$ cat src/rtl/prog_mem.sv
`default_nettype none
// ============================================================================
// Module  : prog_mem
// Brief   : Loadable instruction memory with zero-latency fetch port and
//           core run gating (cpu_run) driven by a three-state load FSM.
// Revision: 1.0
// ============================================================================
module prog_mem #(
  parameter int AW    = 1,
  parameter int DW    = 1,
  parameter int DEPTH = 2**AW
) (
  input  logic          clk,
  input  logic          n_rst,
  input  logic [AW-1:0] addr,
  output logic [DW-1:0] data,
  input  logic          ld_start,
  input  logic          ld_go,
  input  logic          ld_valid,
  input  logic [DW-1:0] ld_data,
  output logic          ld_ready,
  output logic          ld_done,
  output logic [DW-1:0] ld_csum,
  output logic          cpu_run
);

  localparam int c_PTR_W = $clog2(DEPTH + 1);
  localparam logic [c_PTR_W-1:0] c_LAST = c_PTR_W'(DEPTH - 1);

  localparam logic [1:0] c_IDLE = 2'd0;
  localparam logic [1:0] c_LOAD = 2'd1;
  localparam logic [1:0] c_RUN  = 2'd2;

  logic [1:0]         r_state;
  logic [1:0]         w_state_nxt;
  logic [c_PTR_W-1:0] r_ptr;
  logic [DW-1:0]      r_csum;
  logic               r_done;
  logic               r_cpu_run;
  logic [DW-1:0]      r_mem [DEPTH];

  logic w_in_load;
  logic w_accept;
  logic w_last;

  assign w_in_load = (r_state == c_LOAD);
  // A restart pulse takes priority over a word presented in the same cycle.
  assign w_accept  = w_in_load & ld_valid & ~ld_start;
  assign w_last    = w_accept & (r_ptr == c_LAST);

  always_comb begin
    w_state_nxt = r_state;
    case (r_state)
      c_IDLE: begin
        if (ld_start)   w_state_nxt = c_LOAD;
        else if (ld_go) w_state_nxt = c_RUN;
      end
      c_LOAD: begin
        if (ld_start)    w_state_nxt = c_LOAD;
        else if (w_last) w_state_nxt = c_RUN;
      end
      c_RUN: begin
        if (ld_start) w_state_nxt = c_LOAD;
      end
      default: w_state_nxt = c_IDLE;
    endcase
  end

  always_ff @(posedge clk or negedge n_rst) begin
    if (!n_rst) begin
      r_state   <= c_IDLE;
      r_ptr     <= '0;
      r_csum    <= '0;
      r_done    <= 1'b0;
      r_cpu_run <= 1'b0;
    end else begin
      r_state   <= w_state_nxt;
      r_done    <= w_last;
      r_cpu_run <= (w_state_nxt == c_RUN);
      if (ld_start) begin
        r_ptr  <= '0;
        r_csum <= '0;
      end else if (w_accept) begin
        r_ptr  <= r_ptr + 1'b1;
        r_csum <= r_csum ^ ld_data;
      end
    end
  end

  // Per-word storage so the whole array clears on asynchronous reset.
  for (genvar i = 0; i < DEPTH; i++) begin : g_mem
    logic w_we;
    assign w_we = w_accept & (r_ptr[AW-1:0] == AW'(i));

    always_ff @(posedge clk or negedge n_rst) begin
      if (!n_rst) begin
        r_mem[i] <= '0;
      end else if (w_we) begin
        r_mem[i] <= ld_data;
      end
    end
  end

  assign data     = (r_state == c_RUN) ? r_mem[addr] : '0;
  assign ld_ready = w_in_load;
  assign ld_done  = r_done;
  assign ld_csum  = r_csum;
  assign cpu_run  = r_cpu_run;

endmodule
`default_nettype wire

$ cat config.mk
export PLATFORM = sky130hd
export DESIGN_NAME = prog_mem
export DESIGN_NICKNAME = d
export VERILOG_FILES = /design/src/rtl/prog_mem.sv
export SDC_FILE = /design/constraint.sdc
export NUM_CORES = 1
export LEC_CHECK = 0
export CAP_MARGIN = 20
export CELL_PAD_IN_SITES_DETAIL_PLACEMENT = 1
export CELL_PAD_IN_SITES_GLOBAL_PLACEMENT = 2
export CORE_MARGIN = 5
export CORE_UTILIZATION = 27
export CTS_CLUSTER_SIZE = 20
export DETAILED_ROUTE_END_ITERATION = 12
export HOLD_SLACK_MARGIN = 0.03
export PLACE_DENSITY_LB_ADDON = 0.1
export SLEW_MARGIN = 10
export SYNTH_ARGS = -nofsm -noshare
export SYNTH_HDL_FRONTEND = slang
export SYNTH_SLANG_ARGS = --single-unit
$ cat constraint.sdc
create_clock -name clk -period 1.6 [get_ports clk]
set_clock_uncertainty 0.2 [all_clocks]
set_input_delay 0.4 -clock clk [delete_from_list [all_inputs] [get_ports clk]]
set_output_delay 0.4 -clock clk [all_outputs]
set_load 0.02 [all_outputs]
; After elaboration in Yosys (flattened, before gate mapping)
; Index checks and enable logic that the tools add are counted.
[totals]
regBits = 9
input_bits = 7
output_inout_bits = 5
wordCells = 38
[op_classes]
n_addsub = 1
magnitude_cmp = 1
eq_ne = 4
muxes = 14
bitwise_logic = 9
reduce_logical = 2
[ops]
columns = operator, count
row1 = 2-bit two-way mux, 7
row2 = 1-bit two-way mux, 6
row3 = 2-bit case mux with 3 select lines, 1
row4 = 1-bit bitwise AND, 5
row5 = "2-bit by 1-bit equality test with 1-bit output, second input constant", 2
row6 = "2-bit equality test, second input constant", 2
row7 = "2-bit by 1-bit adder with 2-bit output, second input constant", 1
row8 = "2-bit greater-or-equal comparator, second input constant", 1
row9 = 2-bit zero test, 1
row10 = 1-bit inverter, 2
row11 = 1-bit inverter with 2-bit output, 1
row12 = 2-bit nonzero test, 1
row13 = 1-bit bitwise XOR, 1

; Longest topological paths before layout
[depth]
ltp_word = 8
mapped_depth = 5
depth_no_buf = 5

; Worst setup path before layout
; OpenSTA, ideal clock, no wires.
[synth_timing]
path_kind = in2out
startpoint = input port addr
endpoint = output port data
t_arrival_ns = 1.024
t_required_ns = 1.000
setup_slack_ns = -0.024
stages = 2
path_buffers = 0
cell_sequence = mux2i_1 > nor3b_1
[synth_via]
elab_chain_cells = 5
[synth_lines]
columns = element, line
row1 = from (decl), 15  ; input logic [AW-1:0] addr,
row2 = 1-bit inverter with 2-bit output (not written as such), 104  ; assign data = (r_state == c_RUN) ? r_mem[addr] : '0;
row3 = 1-bit two-way mux (not written as such) (3 in series), 104
row4 = 1-bit two-way mux, 104
row5 = to (decl), 16  ; output logic [DW-1:0] data,
; Every way passes these cells. The select of a mux whose other input is x is not followed.

; Worst setup path after layout
[layout_timing]
startpoint = register r_mem[0] (netlist bit)
endpoint = output port data
[layout_via]
elab_chain_cells = 4
[layout_lines]
columns = element, line
row1 = from (decl), 40  ; logic [DW-1:0] r_mem [DEPTH];
row2 = "from (signal, indexed assignment)", 99  ; r_mem[i] <= ld_data;
row3 = 1-bit two-way mux (not written as such) (3 in series), 104
row4 = 1-bit two-way mux, 104
; Every way passes these cells. The select of a mux whose other input is x is not followed.

==> summary.md <==
| Metric | Value |
|---|---|
| Crit path DAT | 1.04 ns |
| CTS Hold Bufs | 0 |
| Die area | 2460 um2 |
| Die Width | 49.6 um |
| Largest net degree at the start of global routing | 10 |
| Dpl cells | 69 |
| Status | finished, violations left |
| Wire length per cell | 15.4 um |
| Crit Path Max Fanout | 2 |
| FF-to-FF path depth | 4 |
| Synth-to-Final Area Change | 52.2% |
| Async S/R FF share, synth | 100% |
| Flops & latches, synth | 9 |
| Vias per cell | 4.84 |
| Clock slew at reported path FFs | 0.07 ns |
| Final setup TNS | -0.0368 ns |
| PwrDens | 1440 nW/um2 |
| DR pass1 iterations | 2 |
| Dpl cell area | 601 um2 |
| Critical Path Sink Type | output pin |
| First-pass GRT wire length | 1.91 mm |
| Synth area leader | dfrtp_1 |
| RSZ-0062 raised after global routing | yes |
| Crit Path Class | flip-flop to output pin |
| Register area share after synthesis | 53.1% |
| Yosys cell types | 20 |
| Clock Tree Root | clkbuf_4 |
| DRC violations left | 0 |
| Vias | 363 |
| Clock buffer depth | 2 |
| Area contributors post-synth | dfrtp_1 (53%), a21oi_1 (5.9%), mux2_2 (5.3%) |
| Vias in the first global route | 390 |
| Tcrit/Tclk final | 102% |
| Fin Hold WS | 0.239 ns |
| Worst Setup Start Kind | flip-flop |
| Final min period | 1.64 ns |
| Mapped Area | 424 um2 |
| Post-synth top cells | dfrtp_1 (9), a21oi_1 (5) |
| Antenna Cells | 0 |
| Syn avg cell area | 11.5 um2 |
| Core ar. | 1510 um2 |
| CTS Sinks | 9 |
| Total GRT Usage | 10.3% |
| Cells after synthesis | 37 |
| Post-Syn Nets | 45 |
| End-of-flow core utilization | 42.9% |
| Critical path required time | 1.00 ns |
| Total Nets Final | 68 |
| DRT iter0 DRCs | 1 |
| Number of synthesized flops with an enable pin | 0 |
| Layout cell share with drive strength beyond 1 | 32.2% |
| Initial core utilization | 28.2% |
| Endpoints failing setup | 1 |
| H-tree levels | 1 |
| DRT antenna net count | 0 |
| R2r setup slk | 0.03 ns |
| R2R Path Start | r_state[1] |
| Final Power | 932 uW |
| Max Cap Viol | 0 |
| Wirelength, routed | 1.16 mm |
| HPWL Detailed | 855 um |
| GPL Wtd Cong | 0.719 |
| I/O pin count | 12 |
| Count leader, synth | dfrtp_1 |
| Worst Tran Pin Value | 0.438 ns |
| P_leak | 0.303 nW |
| Initial antenna violation count | 0 |
| Site Rows | 14 |
| Worst IR Drop VDD | 0.603 mV |
| Failing checks | setup timing |
| Clock Latency Late Sink | 0.27 ns |
| Fin. Hold Viols | 0 |
| DIE HEIGHT | 49.6 um |
| Post-place setup slack | -0.747 ns |
| Synth top area share | 53.1% |
| YS warnings | 0 |
| PortBufs | 11 |
| Cts bufs inserted | 3 |
| Final Cell Area | 646 um2 |
| FF-to-FF End | r_mem[0] |
| Final std cells w/o fill | 75 |
| Primary FF master, synth | dfrtp_1 |
| Fmax | 0.611 GHz |
| Worst min path class | primary input to async pin |
| Final WS setup | -0.0368 ns |
| Grt ovf | 0 |
| TritonCTS clock tree | yes |
| Slew Limit Fails | 0 |
| Slew HR | 70.7% |
[registers in the layout, summed over array words and instances (netlist names)]
register  cells
r_state       2
ld_csum       1
r_mem         2
ld_done       1
r_ptr         2
cpu_run       1
[power by group]
group	switching, mW	internal [mW]	total [mW]
logic	0.184	0.218	0.402
clock network	0.0872	0.0964	0.184
registers	0.0499	0.297	0.346
total	0.321	0.611	0.932
[cells by family after synthesis]
logic type | synth area share, %
and+or+nand+nor | 20.9
DFF | 53.1
AOI/OAI and AO/OA | 10.6
buffers and inverters | 2.65
muxes | 7.67
xor gates and xnor gates | 2.07
adders and majority gates | 2.95
[worst max path at each step]
stage | to | cells after the start | slack, ns | start
after floorplan | data | 2 | 0.16 | addr
after global placement | data | 4 | -0.72 | addr
after detailed placement | data | 4 | -0.75 | addr
after CTS | data | 3 | -0.08 | r_mem[0]
after global routing | data | 3 | -0.10 | r_mem[0]
final | data | 3 | -0.04 | r_mem[0]
[what timing repair did]
item                                   in CTS  in global routing
pin swaps                                   2                  1
setup endpoints to repair                   8                  4
gates resized for setup                    17                  3
endpoints found under the hold margin       0                  0
setup buffers                               0                  2
[worst max-delay path, cell delays in order, from the launching register on]
cell	delay (ns)
dfrtp_1	0.38
mux2i_1	0.17
nor3b_2	0.06
buf_4	0.16
[per-layer routing]
layer | part of all wire [%] | global-route usage, % | up-vias | wire length (um)
met3 | 6.8 | 3.92 | 2 | 79
met5 | 0 | 0 | - | 0
met1 | 41 | 11.8 | 178 | 480
li1 | - | - | 175 | -
met4 | 1.2 | 7.86 | 0 | 14
met2 | 50 | 15.3 | 8 | 584
[area by class of cell]
| type | count | area (um2) |
|---|---|---|
| inverters | 2 | 7.51 |
| well taps | 16 | 20.0 |
| flip-flops and latches | 9 | 225 |
| repair buffers | 19 | 165 |
| fillers | 173 | 861 |
| clock buffers | 4 | 26.3 |
| multi-input cells | 25 | 201 |
[layout by cell type, fill, tap and decap left out]
master / count
mux2i_1: 1
nor3b_2: 2
nor2_1: 2
o21bai_1: 1
ha_1: 1
dlygate4sd2_1: 3
or3_1: 1
dfrtp_1: 9
a21oi_1: 5
mux2_2: 1
nor3_2: 1
clkdlybuf4s15_1: 2
inv_1: 2
and3b_1: 1
mux2_4: 1
nor2b_1: 1
o21ai_0: 1
nor3b_1: 1
buf_4: 9
xnor2_1: 1
clkbuf_4: 3
buf_6: 1
nand3b_4: 1
clkbuf_1: 1
clkdlybuf4s50_1: 4
nand2_1: 2
a211oi_1: 1
Note: power is estimated with default switching activity, not from simulation.
